$ cat config.mk
export PLATFORM = sky130hd
export DESIGN_NAME = bist_lfsr_misr_ctrl_flat
export DESIGN_NICKNAME = d
export VERILOG_FILES = /design/src/rtl/bist_lfsr_misr_ctrl_if.sv /design/src/rtl/bist_lfsr_misr_ctrl.sv /design/src/flat_wrapper.sv
export SDC_FILE = /design/constraint.sdc
export NUM_CORES = 1
export LEC_CHECK = 0
export CAP_MARGIN = 30
export CORE_MARGIN = 10
export CORE_UTILIZATION = 41
export CTS_CLUSTER_SIZE = 28
export DETAILED_ROUTE_END_ITERATION = 8
export PLACE_DENSITY = 0.71
export SLEW_MARGIN = 5
export SYNTH_ARGS = -nofsm -noshare
export SYNTH_HDL_FRONTEND = slang
export SYNTH_SLANG_ARGS = --single-unit
$ cat constraint.sdc
create_clock -name clk -period 1.3 [get_ports clk]
set_input_delay 0.26 -clock clk [delete_from_list [all_inputs] [get_ports clk]]
set_output_delay 0.26 -clock clk [all_outputs]
set_load 0.01 [all_outputs]
$ cat src/rtl/bist_lfsr_misr_ctrl_if.sv
// Signal bundle between the BIST controller and its environment.
// The environment drives start, golden and CUT responses; the controller drives the rest.
interface bist_lfsr_misr_ctrl_if #(
    parameter int unsigned MISR_W = 8
);
    logic              start_i;
    logic [MISR_W-1:0] golden_sig_i;
    logic [5:0]        pattern_o;
    logic [1:0]        resp_i;
    logic              busy_o;
    logic              done_o;
    logic              pass_o;
    logic [MISR_W-1:0] signature_o;
    logic [5:0]        pat_count_o;

    modport master (
        output start_i, golden_sig_i, resp_i,
        input  pattern_o, busy_o, done_o, pass_o, signature_o, pat_count_o
    );

    modport slave (
        input  start_i, golden_sig_i, resp_i,
        output pattern_o, busy_o, done_o, pass_o, signature_o, pat_count_o
    );
endinterface

$ cat src/rtl/bist_lfsr_misr_ctrl.sv
// BIST run sequencer: LFSR pattern source, MISR response compactor and
// IDLE/RUN/DONE control with a golden-signature compare at the end of each run.
module bist_lfsr_misr_ctrl #(
    parameter int unsigned       NUM_PATTERNS = 63,
    parameter logic [5:0]        SEED         = 6'h01,
    parameter logic [5:0]        LFSR_TAPS    = 6'b110000,
    parameter int unsigned       MISR_W       = 8,
    parameter logic [MISR_W-1:0] MISR_TAPS    = MISR_W'(8'hB8)
) (
    input logic                    clk,
    input logic                    rst,
    bist_lfsr_misr_ctrl_if.slave   bus
);

    typedef enum logic [1:0] {StIdle, StRun, StDone} state_e;

    localparam logic [5:0] LastCount = 6'(NUM_PATTERNS - 1);

    state_e            r_state, w_state;
    logic [5:0]        r_pattern, w_pattern;
    logic [MISR_W-1:0] r_misr, w_misr;
    logic [5:0]        r_count, w_count;
    logic              r_busy, w_busy;
    logic              r_done, w_done;
    logic              r_pass, w_pass;

    logic [MISR_W-1:0] w_misr_step;
    logic [5:0]        w_lfsr_step;

    always_ff @(posedge clk or posedge rst) begin
        if (rst) begin
            r_state   <= StIdle;
            r_pattern <= '0;
            r_misr    <= '0;
            r_count   <= '0;
            r_busy    <= 1'b0;
            r_done    <= 1'b0;
            r_pass    <= 1'b0;
        end else begin
            r_state   <= w_state;
            r_pattern <= w_pattern;
            r_misr    <= w_misr;
            r_count   <= w_count;
            r_busy    <= w_busy;
            r_done    <= w_done;
            r_pass    <= w_pass;
        end
    end

    always_comb begin
        w_state   = r_state;
        w_pattern = r_pattern;
        w_misr    = r_misr;
        w_count   = r_count;
        w_busy    = r_busy;
        w_done    = r_done;
        w_pass    = r_pass;

        // Response bits enter the low end of the shifted signature.
        w_misr_step = {r_misr[MISR_W-2:0], ^(r_misr & MISR_TAPS)} ^ MISR_W'(bus.resp_i);
        w_lfsr_step = {r_pattern[4:0], ^(r_pattern & LFSR_TAPS)};

        unique case (r_state)
            StIdle, StDone: begin
                if (bus.start_i) begin
                    w_state   = StRun;
                    w_pattern = SEED;
                    w_misr    = '0;
                    w_count   = '0;
                    w_busy    = 1'b1;
                    w_done    = 1'b0;
                    w_pass    = 1'b0;
                end
            end
            StRun: begin
                w_misr  = w_misr_step;
                w_count = r_count + 6'd1;
                if (r_count == LastCount) begin
                    w_state   = StDone;
                    w_pattern = '0;
                    w_busy    = 1'b0;
                    w_done    = 1'b1;
                    w_pass    = (w_misr_step == bus.golden_sig_i);
                end else begin
                    w_pattern = w_lfsr_step;
                end
            end
            default: w_state = StIdle;
        endcase
    end

    assign bus.pattern_o   = r_pattern;
    assign bus.busy_o      = r_busy;
    assign bus.done_o      = r_done;
    assign bus.pass_o      = r_pass;
    assign bus.signature_o = r_misr;
    assign bus.pat_count_o = r_count;

endmodule

$ cat src/flat_wrapper.sv
// flat-port wrapper written by rule: the top's interface ports become plain ports
module bist_lfsr_misr_ctrl_flat 
#(
    parameter int unsigned       NUM_PATTERNS = 63,
    parameter logic [5:0]        SEED         = 6'h01,
    parameter logic [5:0]        LFSR_TAPS    = 6'b110000,
    parameter int unsigned       MISR_W       = 8,
    parameter logic [MISR_W-1:0] MISR_TAPS    = MISR_W'(8'hB8)
)
  (clk, rst, bus_start_i, bus_golden_sig_i, bus_resp_i, bus_pattern_o, bus_busy_o, bus_done_o, bus_pass_o, bus_signature_o, bus_pat_count_o);
  bist_lfsr_misr_ctrl_if #(.MISR_W(MISR_W)) bus_i ();
  input logic clk;
  input logic rst;
  input wire logic [$bits(bus_i.start_i)-1:0] bus_start_i;
  input wire logic [$bits(bus_i.golden_sig_i)-1:0] bus_golden_sig_i;
  input wire logic [$bits(bus_i.resp_i)-1:0] bus_resp_i;
  output wire logic [$bits(bus_i.pattern_o)-1:0] bus_pattern_o;
  output wire logic [$bits(bus_i.busy_o)-1:0] bus_busy_o;
  output wire logic [$bits(bus_i.done_o)-1:0] bus_done_o;
  output wire logic [$bits(bus_i.pass_o)-1:0] bus_pass_o;
  output wire logic [$bits(bus_i.signature_o)-1:0] bus_signature_o;
  output wire logic [$bits(bus_i.pat_count_o)-1:0] bus_pat_count_o;
  assign bus_i.start_i = bus_start_i;
  assign bus_i.golden_sig_i = bus_golden_sig_i;
  assign bus_i.resp_i = bus_resp_i;
  assign bus_pattern_o = bus_i.pattern_o;
  assign bus_busy_o = bus_i.busy_o;
  assign bus_done_o = bus_i.done_o;
  assign bus_pass_o = bus_i.pass_o;
  assign bus_signature_o = bus_i.signature_o;
  assign bus_pat_count_o = bus_i.pat_count_o;
  bist_lfsr_misr_ctrl #(.NUM_PATTERNS(NUM_PATTERNS), .SEED(SEED), .LFSR_TAPS(LFSR_TAPS), .MISR_W(MISR_W), .MISR_TAPS(MISR_TAPS)) u_core (.clk(clk), .rst(rst), .bus(bus_i));
endmodule
==> results.yml <==
synthesis:
  yosysTopAreaCellShare_pct: 54.1
  ys_ff_latch: 25
  synth_ff_type: "dfrtp_1"
  yosys_warnings: 0
  synth_top_family_by_area: "compound AO/OA/AOI/OAI gates"
  avgSynthCellArea_sq_um: 12.0
  yosysTopAreaCell: "dfrtp_1"
  syn_inst: 96
  yosysSeqAreaShare_pct: 54.1
  netlist_top_cells_area: "dfrtp_1 (54%), a22o_1 (8.3%), xnor2_1 (6.1%)"
  yosys.area_share.simple_pct: 12.3
  synth_fa_ha_area_share_pct: 2.16
  synth_edf_count: 0
  post-synth-top-count-cell: "dfrtp_1"
  synth_xor_area_share_pct: 12.0
  synth_common_cells: "dfrtp_1 (25), a22o_1 (11), xnor2_1 (8)"
  synth_compound_area_share_pct: 17.6
  synthMuxAreaShare_pct: 0
  ys_types: 28
  synth_nets: 111
  syn_area_sq_mm: 0.00116
  synth-async-reset-ratio_pct: 100
finish:
  nNetsFinal: 188
  antennaDiodeCount: 0
  layout-drive-gt1-share_pct: 35.5
  multi_input_area_sq_um: 581
  regArea_sq_um: 627
  synthToLayoutAreaGrowth_pct: 69.3
  fin_util_pct: 71.6
  fillers: 199
floorplanning:
  dieArea_sq_mm: 0.00534
  rows: 19
  fp.dieH_um: 73.1
  chipWidth_um: 73.1
  io_pins: 36
  start_util_pct: 42.3
  core_sq_mm: 0.00273
run_status:
  violations: "setup timing"
  outcome: "finished with violations"
global_route:
  antenna_found_initial: 0
  grt_max_degree: 26
  overflow: 0
  first_global_vias: 1125
  track_usage_pct: 12.7
  grt_pass1_wl_mm: 5.44
clock_tree:
  clkLatencyLatePin_ns: 0.32
  cts_max_level: 1
  clockBufferDepth: 2
  clkSinkCount: 25
  cts-root-buf: "clkbuf_4"
  numCtsBuffers: 3
  cts.clk_slew.worst_paths_ns: 0.14
  cts_tree: "done"
critical_path:
  path_class: "flip-flop to flip-flop"
  required_ns: 1.54
  worstSetupStartpointType: "flip-flop"
  worstPathMaxFanout: 3
  worstPathArrival_ns: 1.67
  endpoint_kind: "flip-flop"
routing:
  first_pass_iters: 4
  vias: 1045
  drc: 0
  drt_first_iter_violations: 72
  ant_nets: 0
  finalWirelength_mm: 3.26
  routed_via_density: 5.15
  wire_per_inst_um: 16.0
sta:
  rsz0062_at_grt: "yes"
  report.final.slew_viol_count: 0
  fmax_mhz: 704
  finalCritPeriodShare_pct: 109
  skew_ns: 0.00151
  finalSetupViolCount: 2
  hold_violations: 0
  slew_headroom_pct: 82.5
  worstMarginPinSlew_ns: 0.263
  final.setup.worst_slack_ns: -0.121
  finalCriticalPeriod_ns: 1.42
  setup_tns_ns: -0.168
power_and_ir_drop:
  pwr-share-comb_pct: 66.6
  seqPwrFrac_pct: 26.5
  p_int_mw: 3.18
  power_density_mw_per_mm2: 2630
  switching_share_pct: 38.1
  p_switching_mw: 1.96
  p_leak_nw: 0.902
  p_clk_share_pct: 7.0
  vdd_drop_max_v: 0.00172
run:
  maxCapViolations: 0
placed_design:
  dp_hpwl_mm: 2.24
  place_congestion: 0.746
  port_buffers: 35
min_path:
  hold_path.class: "primary input to asynchronous set/reset pin"
[power by group through the flow]
stage | Sequential, mW | Clock [mW] | Combinational (mW)
after floorplan | 1.67 | 0 | 1.18
after global placement | 1.44 | 0 | 2.69
after detailed placement | 1.46 | 0 | 2.78
after CTS | 1.35 | 0.356 | 3.02
after global routing | 1.41 | 0.390 | 3.74
final | 1.36 | 0.357 | 3.42
[path summary, 6_finish.rpt]
| path | start | end | slack, ns | depth (start not counted) |
|---|---|---|---|---|
| worst max-delay path | u_core.bus.signature_o[3] | u_core.bus.pass_o | -0.12 | 5 |
| worst min-delay path | rst | u_core.bus.signature_o[3] | 0.25 | 3 |
| worst max register to register | u_core.bus.signature_o[3] | u_core.bus.pass_o | -0.12 | 5 |
| worst min register to register | u_core.bus.done_o | u_core.bus.done_o | 0.50 | 2 |
| max in group asynchronous | rst | u_core.bus.signature_o[5] | 0.90 | 3 |
| min in group clk | u_core.bus.done_o | u_core.bus.done_o | 0.50 | 2 |
[per-stage QoR]
stage,total power [mW],instances,area [sq um],hold WS [ns],setup WS (ns)
after floorplan,2.84,96,1160,0.287,0.0131
after global placement,4.14,178,1680,0.460,-0.354
after detailed placement,4.24,178,1680,0.467,-0.391
after CTS,4.72,194,1800,0.251,-0.121
after global routing,5.54,203,1960,0.257,-0.269
final,5.14,203,1960,0.246,-0.121
[area by class of cell]
cell class              count  share of cell area (%)
inverters                   2                   0.384
multi-input cells          67                    29.7
repair buffers             74                    34.6
flip-flops and latches     25                    32.0
clock buffers               4                    1.34
well taps                  31                    1.98
[logic make-up after synthesis]
group	Yosys count
AOI/OAI and AO/OA	27
DFF	25
and+or+nand+nor	23
xor gates and xnor gates	15
buffers and inverters	4
adders and majority gates	2
[state kept, by name, indices dropped and copies added, names as in the netlist]
name,count
u_core.bus.busy_o,1
u_core.bus.done_o,1
u_core.r_state,2
u_core.bus.pass_o,1
u_core.bus.signature_o,8
u_core.bus.pattern_o,6
u_core.bus.pat_count_o,6
[per-layer routing]
layer / track usage, % / wire length (um)
met1: 14.2 / 1330
met2: 21.1 / 1680
met3: 3.67 / 188
met4: 6.54 / 61
met5: 0 / 0
[timing repair]
item	in CTS	in global routing
setup endpoints to repair	40	41
hold buffers	0	0
buffers inserted	12	9
hold endpoints to repair	0	0
pin swaps	5	9
resized for setup	31	37
cloned	0	0
[placed cells by master (no fill, tap or decap), types with 2 or more instances in the layout]
cell type | Yosys | routed
xor2_1 | 6 | 5
nand3_1 | 5 | 5
buf_12 | 0 | 2
nand2b_1 | 3 | 3
a22o_2 | 2 | 2
dfrtp_1 | 25 | 24
buf_6 | 0 | 7
nand2_1 | 5 | 5
inv_1 | 2 | 2
xnor2_2 | 1 | 2
a22o_1 | 11 | 11
dlygate4sd2_1 | 0 | 2
nand4_1 | 3 | 3
o21ai_0 | 7 | 5
clkdlybuf4s50_1 | 0 | 12
o21ai_1 | 1 | 3
buf_4 | 1 | 30
xnor2_1 | 8 | 7
clkbuf_2 | 0 | 3
clkdlybuf4s15_1 | 0 | 18
clkbuf_4 | 0 | 3
[worst max-delay path: stages, from the launching register on]
cell and delay, ns:
dfrtp_1 0.43, buf_6 0.14, xor2_2 0.14, nor4_2 0.28
nand4_1 0.16, o31ai_2 0.20
Note: power is estimated with default switching activity, not from simulation.
